--- config.mk ---
export PLATFORM = sky130hd
export DESIGN_NAME = alu_input_sequencer
export DESIGN_NICKNAME = d
export VERILOG_FILES = /design/src/rtl/alu_seq_pkg.sv /design/src/rtl/alu_input_sequencer_edge_pulse.sv /design/src/rtl/alu_input_sequencer.sv
export SDC_FILE = /design/constraint.sdc
export NUM_CORES = 1
export LEC_CHECK = 0
export ABC_CLOCK_PERIOD_IN_PS = 1400
export CORE_ASPECT_RATIO = 2
export CORE_MARGIN = 2
export CORE_UTILIZATION = 40
export DETAILED_ROUTE_END_ITERATION = 10
export PLACE_DENSITY_LB_ADDON = 0.05
export SETUP_SLACK_MARGIN = 0.5
export SYNTH_ARGS = -nofsm -noshare
export SYNTH_HDL_FRONTEND = slang
export SYNTH_SLANG_ARGS = --single-unit
--- constraint.sdc ---
create_clock -name Clk -period 1.4 [get_ports Clk]
set_input_delay 0.28 -clock Clk [delete_from_list [all_inputs] [get_ports Clk]]
set_output_delay 0.28 -clock Clk [all_outputs]
set_load 0.01 [all_outputs]
--- src/rtl/alu_seq_pkg.sv ---
// Purpose: shared state encodings and default widths for the ALU front-panel sequencer, the ALU and the LED decoder.
// Latency: n/a (declarations only).
// Backpressure: n/a.
package alu_seq_pkg;

   localparam int STAGE_W      = 3;
   localparam int DEF_WIDTH    = 8;
   localparam int DEF_OP_WIDTH = 4;

   // Codes 6 and 7 are never entered; the sequencer sends them back to S_A.
   typedef enum logic [STAGE_W-1:0] {
      S_A    = 3'd0,
      S_B    = 3'd1,
      S_OP   = 3'd2,
      S_EXEC = 3'd3,
      S_WAIT = 3'd4,
      S_SHOW = 3'd5
   } state_t;

endpackage

--- src/rtl/alu_input_sequencer_edge_pulse.sv ---
// Purpose: rising-edge detector turning a debounced button level into a one-cycle press.
// Latency: combinational pulse in the cycle the level first reads 1 after a 0.
// Backpressure: none; a held level gives one pulse and re-arms only after a 0 cycle.
module edge_pulse (
   input  logic Clk,
   input  logic Reset,
   input  logic level,
   output logic pulse
);

   logic r_prev;

   // Previous level resets to 1 so a button held through reset release is not a press.
   always_ff @(posedge Clk or negedge Reset) begin
      if (!Reset) begin
         r_prev <= 1'b1;
      end else begin
         r_prev <= level;
      end
   end

   assign pulse = level & ~r_prev;

endmodule

--- src/rtl/alu_input_sequencer.sv ---
// Purpose: front-panel entry sequencer: latches operand A, operand B, opcode, strobes the ALU, shows the result.
// Latency: operands latch on the press edge; alu_start one edge after the opcode press; done honoured from the next edge.
// Backpressure: none; presses in states that do not consume them are dropped, alu_done outside S_WAIT is ignored.
module alu_input_sequencer
   import alu_seq_pkg::*;
#(
   parameter int WIDTH    = DEF_WIDTH,
   parameter int OP_WIDTH = DEF_OP_WIDTH
) (
   input  logic                Clk,
   input  logic                Reset,
   input  logic                enter_in,
   input  logic                clear_in,
   input  logic [WIDTH-1:0]    sw_in,
   input  logic                alu_done,
   output logic [WIDTH-1:0]    op_a,
   output logic [WIDTH-1:0]    op_b,
   output logic [OP_WIDTH-1:0] opcode,
   output logic                alu_start,
   output logic                result_valid,
   output logic [STAGE_W-1:0]  stage
);

   logic w_enter_press;
   logic w_clear_press;

   state_t              r_state;
   state_t              w_state_nxt;
   logic [WIDTH-1:0]    r_op_a;
   logic [WIDTH-1:0]    w_op_a_nxt;
   logic [WIDTH-1:0]    r_op_b;
   logic [WIDTH-1:0]    w_op_b_nxt;
   logic [OP_WIDTH-1:0] r_opcode;
   logic [OP_WIDTH-1:0] w_opcode_nxt;

   edge_pulse u_enter_edge (
      .Clk   (Clk),
      .Reset (Reset),
      .level (enter_in),
      .pulse (w_enter_press)
   );

   edge_pulse u_clear_edge (
      .Clk   (Clk),
      .Reset (Reset),
      .level (clear_in),
      .pulse (w_clear_press)
   );

   // State and latched operand registers.
   always_ff @(posedge Clk or negedge Reset) begin
      if (!Reset) begin
         r_state  <= S_A;
         r_op_a   <= '0;
         r_op_b   <= '0;
         r_opcode <= '0;
      end else begin
         r_state  <= w_state_nxt;
         r_op_a   <= w_op_a_nxt;
         r_op_b   <= w_op_b_nxt;
         r_opcode <= w_opcode_nxt;
      end
   end

   // Next state and operand capture; clear outranks enter and alu_done.
   always_comb begin
      w_state_nxt  = r_state;
      w_op_a_nxt   = r_op_a;
      w_op_b_nxt   = r_op_b;
      w_opcode_nxt = r_opcode;
      if (w_clear_press) begin
         w_state_nxt  = S_A;
         w_op_a_nxt   = '0;
         w_op_b_nxt   = '0;
         w_opcode_nxt = '0;
      end else begin
         case (r_state)
            S_A: begin
               if (w_enter_press) begin
                  w_op_a_nxt  = sw_in;
                  w_state_nxt = S_B;
               end
            end
            S_B: begin
               if (w_enter_press) begin
                  w_op_b_nxt  = sw_in;
                  w_state_nxt = S_OP;
               end
            end
            S_OP: begin
               if (w_enter_press) begin
                  w_opcode_nxt = sw_in[OP_WIDTH-1:0];
                  w_state_nxt  = S_EXEC;
               end
            end
            S_EXEC: begin
               w_state_nxt = S_WAIT;
            end
            S_WAIT: begin
               if (alu_done) begin
                  w_state_nxt = S_SHOW;
               end
            end
            S_SHOW: begin
               if (w_enter_press) begin
                  w_state_nxt = S_A;
               end
            end
            default: begin
               w_state_nxt = S_A;
            end
         endcase
      end
   end

   // Outputs decode straight from registers, so the start strobe cannot glitch.
   assign alu_start    = (r_state == S_EXEC);
   assign result_valid = (r_state == S_SHOW);
   assign stage        = r_state;
   assign op_a         = r_op_a;
   assign op_b         = r_op_b;
   assign opcode       = r_opcode;

endmodule

Yosys cells after proc, flatten, opt, wreduce, memory -nomap -nowiden --
Index checks and enable logic that the tools add are counted.
Word-level totals: bits in registers 25, logic and storage cells 44, bits of input ports 13, output and inout port bits 25
Cells by class: multiplexer cells 15, bitwise logic cells 4, reduce and logical (&&, ||, !) cells 9, equality and inequality tests 10
Operator list (number):
- $mux 8 | 5
- $mux 3 | 6
- $pmux 3 s6 | 1
- $mux 4 | 3
- $ne 3x1->1 const B | 4
- $reduce_bool 2->1 | 4
- $eq 3x2->1 const B | 2
- $eq 3x3->1 const B | 2
- $reduce_and 2->1 | 3
- $reduce_and 5->1 | 1
- $eq 3x1->1 const B | 1
- $logic_not 3->1 | 1
- $ne 3x2->1 const B | 1
- $and 1x1->1 | 2
- $not 1->1 | 2

Longest topological paths before layout --
word-level depth 5, depth in mapped cells 5, depth with buffers taken out 3

Cells and area by module --
A second synthesis with hierarchy kept.
Unflattened totals: cell total of the unflattened synthesis 100, area total of the unflattened synthesis 1102.3 um2
By module, submodules not included:
- alu_input_sequencer | sequential area each 575.6 um2, instances 1, area each 1022.2 um2, cells each 96
- edge_pulse | sequential area each 26.3 um2, instances 2, area each 40.0 um2, cells each 2

Worst setup path before layout --
OpenSTA, ideal clock, no wires.
path type register to register, start reg u_clear_edge.r_prev, end reg r_op_a[2] (netlist: op_a[2]), clock period less this slack 1428 ps, stages on the path, launching flop included 6, library setup time 79 ps, arrival time 1349 ps, data required time 1321 ps, path buffers 2, path slack -28 ps, path through dfstp_2 -> nand2b_1 -> clkbuf_1 -> clkbuf_1 -> nand2_1 -> mux2i_1
Between the ends: longest elaborated chain between the ends 4, elaborated cells on any way between the ends 6, classes of those cells mux (1); bitwise (2); reduce/logical (3)
RTL lines:
- from (decl) | RTL line alu_input_sequencer_edge_pulse.sv:11 | logic r_prev;
- from (signal assigned) | RTL line alu_input_sequencer_edge_pulse.sv:18 | r_prev <= level;
- $not 1->1 (*) | RTL line alu_input_sequencer_edge_pulse.sv:22 | assign pulse = level & ~r_prev;
- $and 1x1->1 (*) | RTL line alu_input_sequencer_edge_pulse.sv:22
- $reduce_bool 2->1 (no source line)
- $reduce_and 2->1 (no source line)
- to (signal assigned) | RTL line alu_input_sequencer.sv:59 | r_op_a <= w_op_a_nxt;
- to (decl) | RTL line alu_input_sequencer.sv:29 | logic [WIDTH-1:0] r_op_a;
Every way passes the cells marked *; elsewhere a longest branch is shown, timed or not. A chain may end at the register's enable or synchronous reset.

Final worst setup path --
start reg r_state[1] (netlist: stage[1]), end reg r_op_a[7] (netlist: op_a[7])
Between the ends: longest elaborated chain between the ends 3
RTL lines:
- from (decl) | RTL line alu_input_sequencer.sv:27 | state_t r_state;
- from (signal assigned) | RTL line alu_input_sequencer.sv:58 | r_state <= w_state_nxt;
- $logic_not 3->1 | RTL line alu_input_sequencer.sv:77 | case (r_state)
- $reduce_bool 2->1 (no source line)
- $reduce_and 2->1 (no source line)
Every way passes these cells.

==> results.md <==
* Diode count at 0
* Reg2Reg Depth at 4
* Cell type of the slowest stage on the worst timing path: or4_4
* Total Routed Length at about 2.8 mm
* H-tree level count at 1
* Post-synthesis register bit count at 25
* Largest buffer count on any clock path at 2
* Overall Global Routing Usage at 0.2073
* Number of antenna violations at the first check in global routing at 0
* Ys flop type: dfrtp_1
* Dominant cell type by area after synthesis: dfrtp_1
* M1 wire length at 1.056 mm
* Data arrival time at the worst-slack endpoint at 1660 ps
* Met3 wire length at slightly above 80 µm
* Post-detailed-route DRC marker count at 0
* Met2 layer wire length in the routed design at 1.657 mm
* Post-layout util at 0.6639
* Detail Route Antenna Nets at 0
* Worst path buffer plus inverter count at 2
* Max Slew Vio Count at 0
* Initial core utilization at 0.4102
* Vias per std cell at 4.916
* Run status: finished with violations
* Fraction of synthesized cell area taken by the top area cell type at 0.5192
* FF-to-FF Start: stage[1]
* Growth of design area from synthesis to finish at 61.85%
* Vias in the first global route at 960
* Count of standard-cell rows at 27
* Ys async rst share at 1.000
* Die area at 3234 µm²
* DRT Pass-1 Iters at 3
* Syn nets at 112
* Average instance area after synthesis at approximately 11 µm²
* Synthesized cell area at 1109 µm²
* Count of port buffers added during placement at 37
* Worst-path maximum fanout at 8
* Hold-fix buffers, CTS at 0
* DIE WIDTH at 41.23 µm
* Clock transition at the registers of the reported paths at approximately 80 ps
* Top metal layer carrying routed signals: met4
* Maximum number of pins on one net before global-route repair at 26
* Cell types with the largest area share after synthesis: dfrtp_1 52%, mux2i_1 18%, nand2_1 9.8%
* Routed wirelength normalized by instance count at 14.83 µm
* Failing checks: negative setup slack
* Crit Reg-Reg Endpoint: op_a[7]
* Global-route wire length before repair at 4.623 mm
* Slack of the worst reg-to-reg path at -110 ps
* Die Span Y at 78.45 µm
* Skew-Pair Late Insertion Delay at approximately 270 ps
* Post-layout worst setup margin at -106.0 ps
* Clock sink count at 25
* CP startpoint kind: flop
* Initial DRC Count at 9
* Setup repair after global routing missed its margin: true
* Most frequent cells after synthesis: 29 x nand2_1, 23 x dfrtp_1, 20 x mux2i_1, 3 x clkbuf_1, 3 x nor2b_1
* Worst ir drop on vdd at 745.5 µV
* Hold WC Path Type: primary input to asynchronous set/reset pin
* Routability congestion estimate from global placement at a little over 0.7
* Fin Setup TNS at -716.8 ps
* List of cells traversed by the critical path: buf_6, or4_4, buf_8, mux2i_2
* Share of layout cells above drive strength 1 at 0.4444
* Post-DP HPWL at 1.924 mm
* Hold Fails Final Rpt at 0
* Worst rel slew slack at 0.8445
* Number of library cell types mapped by synthesis at 22
* Number of placed I/O pins at 38
* Kind of cell adding the most delay to the critical path: simple AND/OR/NAND/NOR gates
* Biggest cell delay along the critical path at 510 ps
* Final count of negative-setup-slack endpoints at 17
* Clock tree from TritonCTS: yes
* Post-route clock skew at between 2 and 2.5 ps
* Most frequent cell after synthesis: nand2_1
* Minimum clock period after layout at 1506 ps
* Static Leak at roughly 0.95 nW
* Number of maximum-capacitance violations at 0
* Clock tree root driver cell: clkbuf_8
* Endpoint type of the worst setup path: flop
* Placeable core area at 2703 µm²
* Synth Instances at 99
* Post-route fraction of the period consumed by the critical path at 1.076
* Grt total ovfl at 0
* Pin slew with the least headroom to its limit at around 230 ps
* Sequential area share after synthesis at 0.5666
* Via count of the routed design at 939
* Req. time, crit path at ~1600 ps
* Number of synthesized flops with an enable pin at 0
* Highest Clock Rate at 0.6640 GHz
* Critical setup path kind: flop to flop
* Warning count from the yosys run at 0
* Net count of the finished layout at 176
* TritonCTS Buffers at 3
* P per Cell Area at 1164 nW/µm²
* Critical path startpoint: stage[1]
-- cell usage in the layout (no fill, tap or decap) --
master | netlist | final
nand2_1 | 29 | 29
dfrtp_1 | 23 | 20
mux2i_1 | 20 | 19
buf_2 | 2 | 17
buf_4 | 0 | 17
buf_6 | 1 | 15
clkdlybuf4s50_1 | 0 | 11
clkbuf_8 | 0 | 3
dfrtp_2 | 0 | 3
nor2b_1 | 3 | 2
nand2b_4 | 1 | 2
a31oi_1 | 2 | 2
buf_12 | 0 | 2
dfstp_2 | 2 | 2
inv_2 | 0 | 1
and3_4 | 0 | 1
and2_1 | 1 | 1
or4_4 | 0 | 1
nor4b_4 | 0 | 1
or4b_4 | 1 | 1
inv_1 | 2 | 1
a311oi_2 | 0 | 1
o21a_1 | 1 | 1
or3_1 | 1 | 1
or4b_1 | 1 | 1
nor2b_4 | 0 | 1
nor3_1 | 1 | 1
mux2i_2 | 0 | 1
clkinv_2 | 0 | 1
buf_16 | 0 | 1
dlygate4sd2_1 | 0 | 1
buf_8 | 0 | 1
-- stage by stage --
step | worst slack [ps] | total power, mW | instances | area [µm²] | hold WS (ps)
detailed placement | -337.8 | 1.553 | 172 | 1619 | 516.8
global route | -149.1 | 2.208 | 191 | 1794 | 366.5
global placement | -314.4 | 1.535 | 172 | 1619 | 512.6
finish | -106.0 | 2.088 | 191 | 1794 | 360.5
floorplan | 39.72 | 1.168 | 99 | 1131 | -15.59
CTS | -89.52 | 2.030 | 187 | 1718 | 366.1
-- report_power, final --
part           total, mW  switching [mW]  internal, mW
clock network      0.422           0.223         0.199
logic              0.762           0.320         0.442
registers          0.904          0.0719         0.832
-- area by class of cell --
cell class              count  area (µm²)
fillers                   221       908.4
flip-flops and latches     25       631.9
repair buffers             65       583.1
multi-input cells          66       489.2
clock buffers               3       41.29
well taps                  29       36.28
inverters                   2       7.507
clock inverters             1       5.005
-- logic make-up (layout without fill, tap and decap cells) --
| family | count (synthesis) | in the layout | share of synthesized area |
|---|---|---|---|
| AOI/OAI and AO/OA | 4 | 4 | 0.02596 |
| DFF | 25 | 25 | 0.5666 |
| buffers and inverters | 8 | 71 | 0.03612 |
| and+or+nand+nor | 42 | 42 | 0.1908 |
| muxes | 20 | 20 | 0.1806 |
-- worst reg2reg max path, cell delays in order, from the launching register on --
cell,delay [ps]
dfrtp_2,440
buf_6,130
or4_4,510
buf_8,160
mux2i_2,150
-- timing repair --
| item | in CTS | in global routing |
|---|---|---|
| endpoints found under the setup margin | 48 | 48 |
| hold endpoints to repair | 0 | 0 |
| pin swaps | 3 | 1 |
| buffers inserted | 10 | 4 |
| gates resized for setup | 120 | 9 |
| gates cloned | 1 | 0 |
-- state kept, by name (all words and copies together), names as in the netlist --
signal               cells
op_a                     8
op_b                     8
opcode                   4
stage                    3
u_clear_edge.r_prev      1
u_enter_edge.r_prev      1
-- per-layer routing --
layer,global-route usage,up-vias
met5,0,-
met4,0.07742,0
met3,0.01977,4
met2,0.3547,23
met1,0.2472,455
li1,-,457
-- worst max-delay path by stage --
stage | to | slack [ps] | cells after the start
5_1_grt | op_a[7] | -150 | 4
4_1_cts | op_a[7] | -90 | 4
2_1_floorplan | op_a[0] | 40 | 3
3_5_place_dp | op_a[7] | -340 | 5
3_3_place_gp | op_a[4] | -310 | 5
6_report | op_a[7] | -110 | 4
(Power assumes the default switching activity.)
==> RTL edit, RTL diff (same flow settings) <==
`DEF_WIDTH`: 8 -> 10.
--- a/src/rtl/alu_seq_pkg.sv
+++ b/src/rtl/alu_seq_pkg.sv
@@ -5,5 +5,5 @@
 
    localparam int STAGE_W      = 3;
-   localparam int DEF_WIDTH    = 8;
+   localparam int DEF_WIDTH    = 10;
    localparam int DEF_OP_WIDTH = 4;
 
Ports: changed (resized op_a, op_b and sw_in); port bits go from 38 to 44. No check against the original RTL was run, so the function may have changed too.
==> RTL edit against the original RTL <==
The flow still finishes with violations (setup timing); synthesized area up 17%; total power is 28% higher; clock power is 66% higher; setup slack gained 0.049 ns; final cell count up 21%; sequential cell count up 4; routed wire length is 17% higher; synthesized cell count grew 18%; final area rose by 19%; largest cell class unchanged.
==> RTL edit: results (changes against the original RTL) <==
metric	value	unit	change
worst hold slack	0.359	ns	-0.00179 ns
fin nets	214		+22%
initial DRC count	7		-2
IO buf count	43		+16%
vias in the first global route	1196		+25%
wire length of the first global-routing pass	5440	µm	+18%
Post-Place Cells	199		+16%
multiplexer share of the synthesized area	18.5	%	+0.44 points
Mapped Nets	132		+18%
CTS Buf Count	5		+2
worst vdd ir	779	µV	+4.4%
CTS clk-pin slew, worst paths	0.06	ns	-0.02 ns
# setup viols final	10		-7
DP Worst Slack	-0.420	ns	-0.0819 ns
failing checks	setup timing		
pwr/cell area	1250	nW/µm²	+7.3%
Via density	5.01		+2.0%
Worst Setup EP	op_b[4]		
pin count of the biggest net entering global routing	35		+35%
Cell Area, Placed	1880	µm²	+16%
Seq/Total Area, Yosys	56.1	%	-0.59 points
Max Fanout on Critical Path	7		-1
syn_area_per_cell	11.1	µm²	-0.87%
Cell variety after synth	24		+9.1%
Compound-Gate Fraction of Synth Area	2.12	%	-0.48 points
most instantiated cells after synthesis	nand2_1, dfrtp_1, mux2i_1, clkbuf_1		
Comb. pwr	0.930	mW	+22%
status	finished with violations		
layout cell share with drive strength beyond 1	45.5	%	+1.1 points
gpl congestion	0.808		+13%
ranking of synthesized cells by area	dfrtp_1, mux2i_1, nand2_1		
Fin Clk Skew	0.00480	ns	+0.00237 ns
Worst slew margin	80.9	%	-3.5 points
Seq power	1.04	mW	+15%
wire length per cell	14.3	µm	-3.6%
Routed WL	3300	µm	+17%
fin worst setup slack	-0.0571	ns	+0.0489 ns
## RTL edit: cell count changes after synthesis, sizes merged, moves of 2 or more
cell,change
mux2i,+4
nand2,+6
clkbuf,+2
dfrtp,+4
## RTL edit: worst reg2reg max path: cells and delay by family, from the launching register on
family,cells,cell delay [ns]
simple gates,2,0.68
buf+inv,1,0.16
flops,1,0.37
mux,1,0.16
## RTL edit: timing repair
action                     CTS  global route
buffers inserted            12            12
resized for setup          138             7
pin swaps                    5             3
setup endpoints to repair   56            56
## RTL edit: routing by layer
layer | part of all wire, % | GRT usage (%)
met5 | 0 | 0
met2 | 57 | 33.6
met1 | 36 | 21.6
met3 | 4.8 | 4.95
met4 | 2.2 | 9.92
## RTL edit: layout make-up
cell class | instances | area [µm²]
clock buffer | 8 | 90.1
sequential | 29 | 731
tap | 31 | 38.8
timing repair buffer | 83 | 699
multi-input combinational | 77 | 569
inverter | 3 | 11.3
fill | 240 | 981
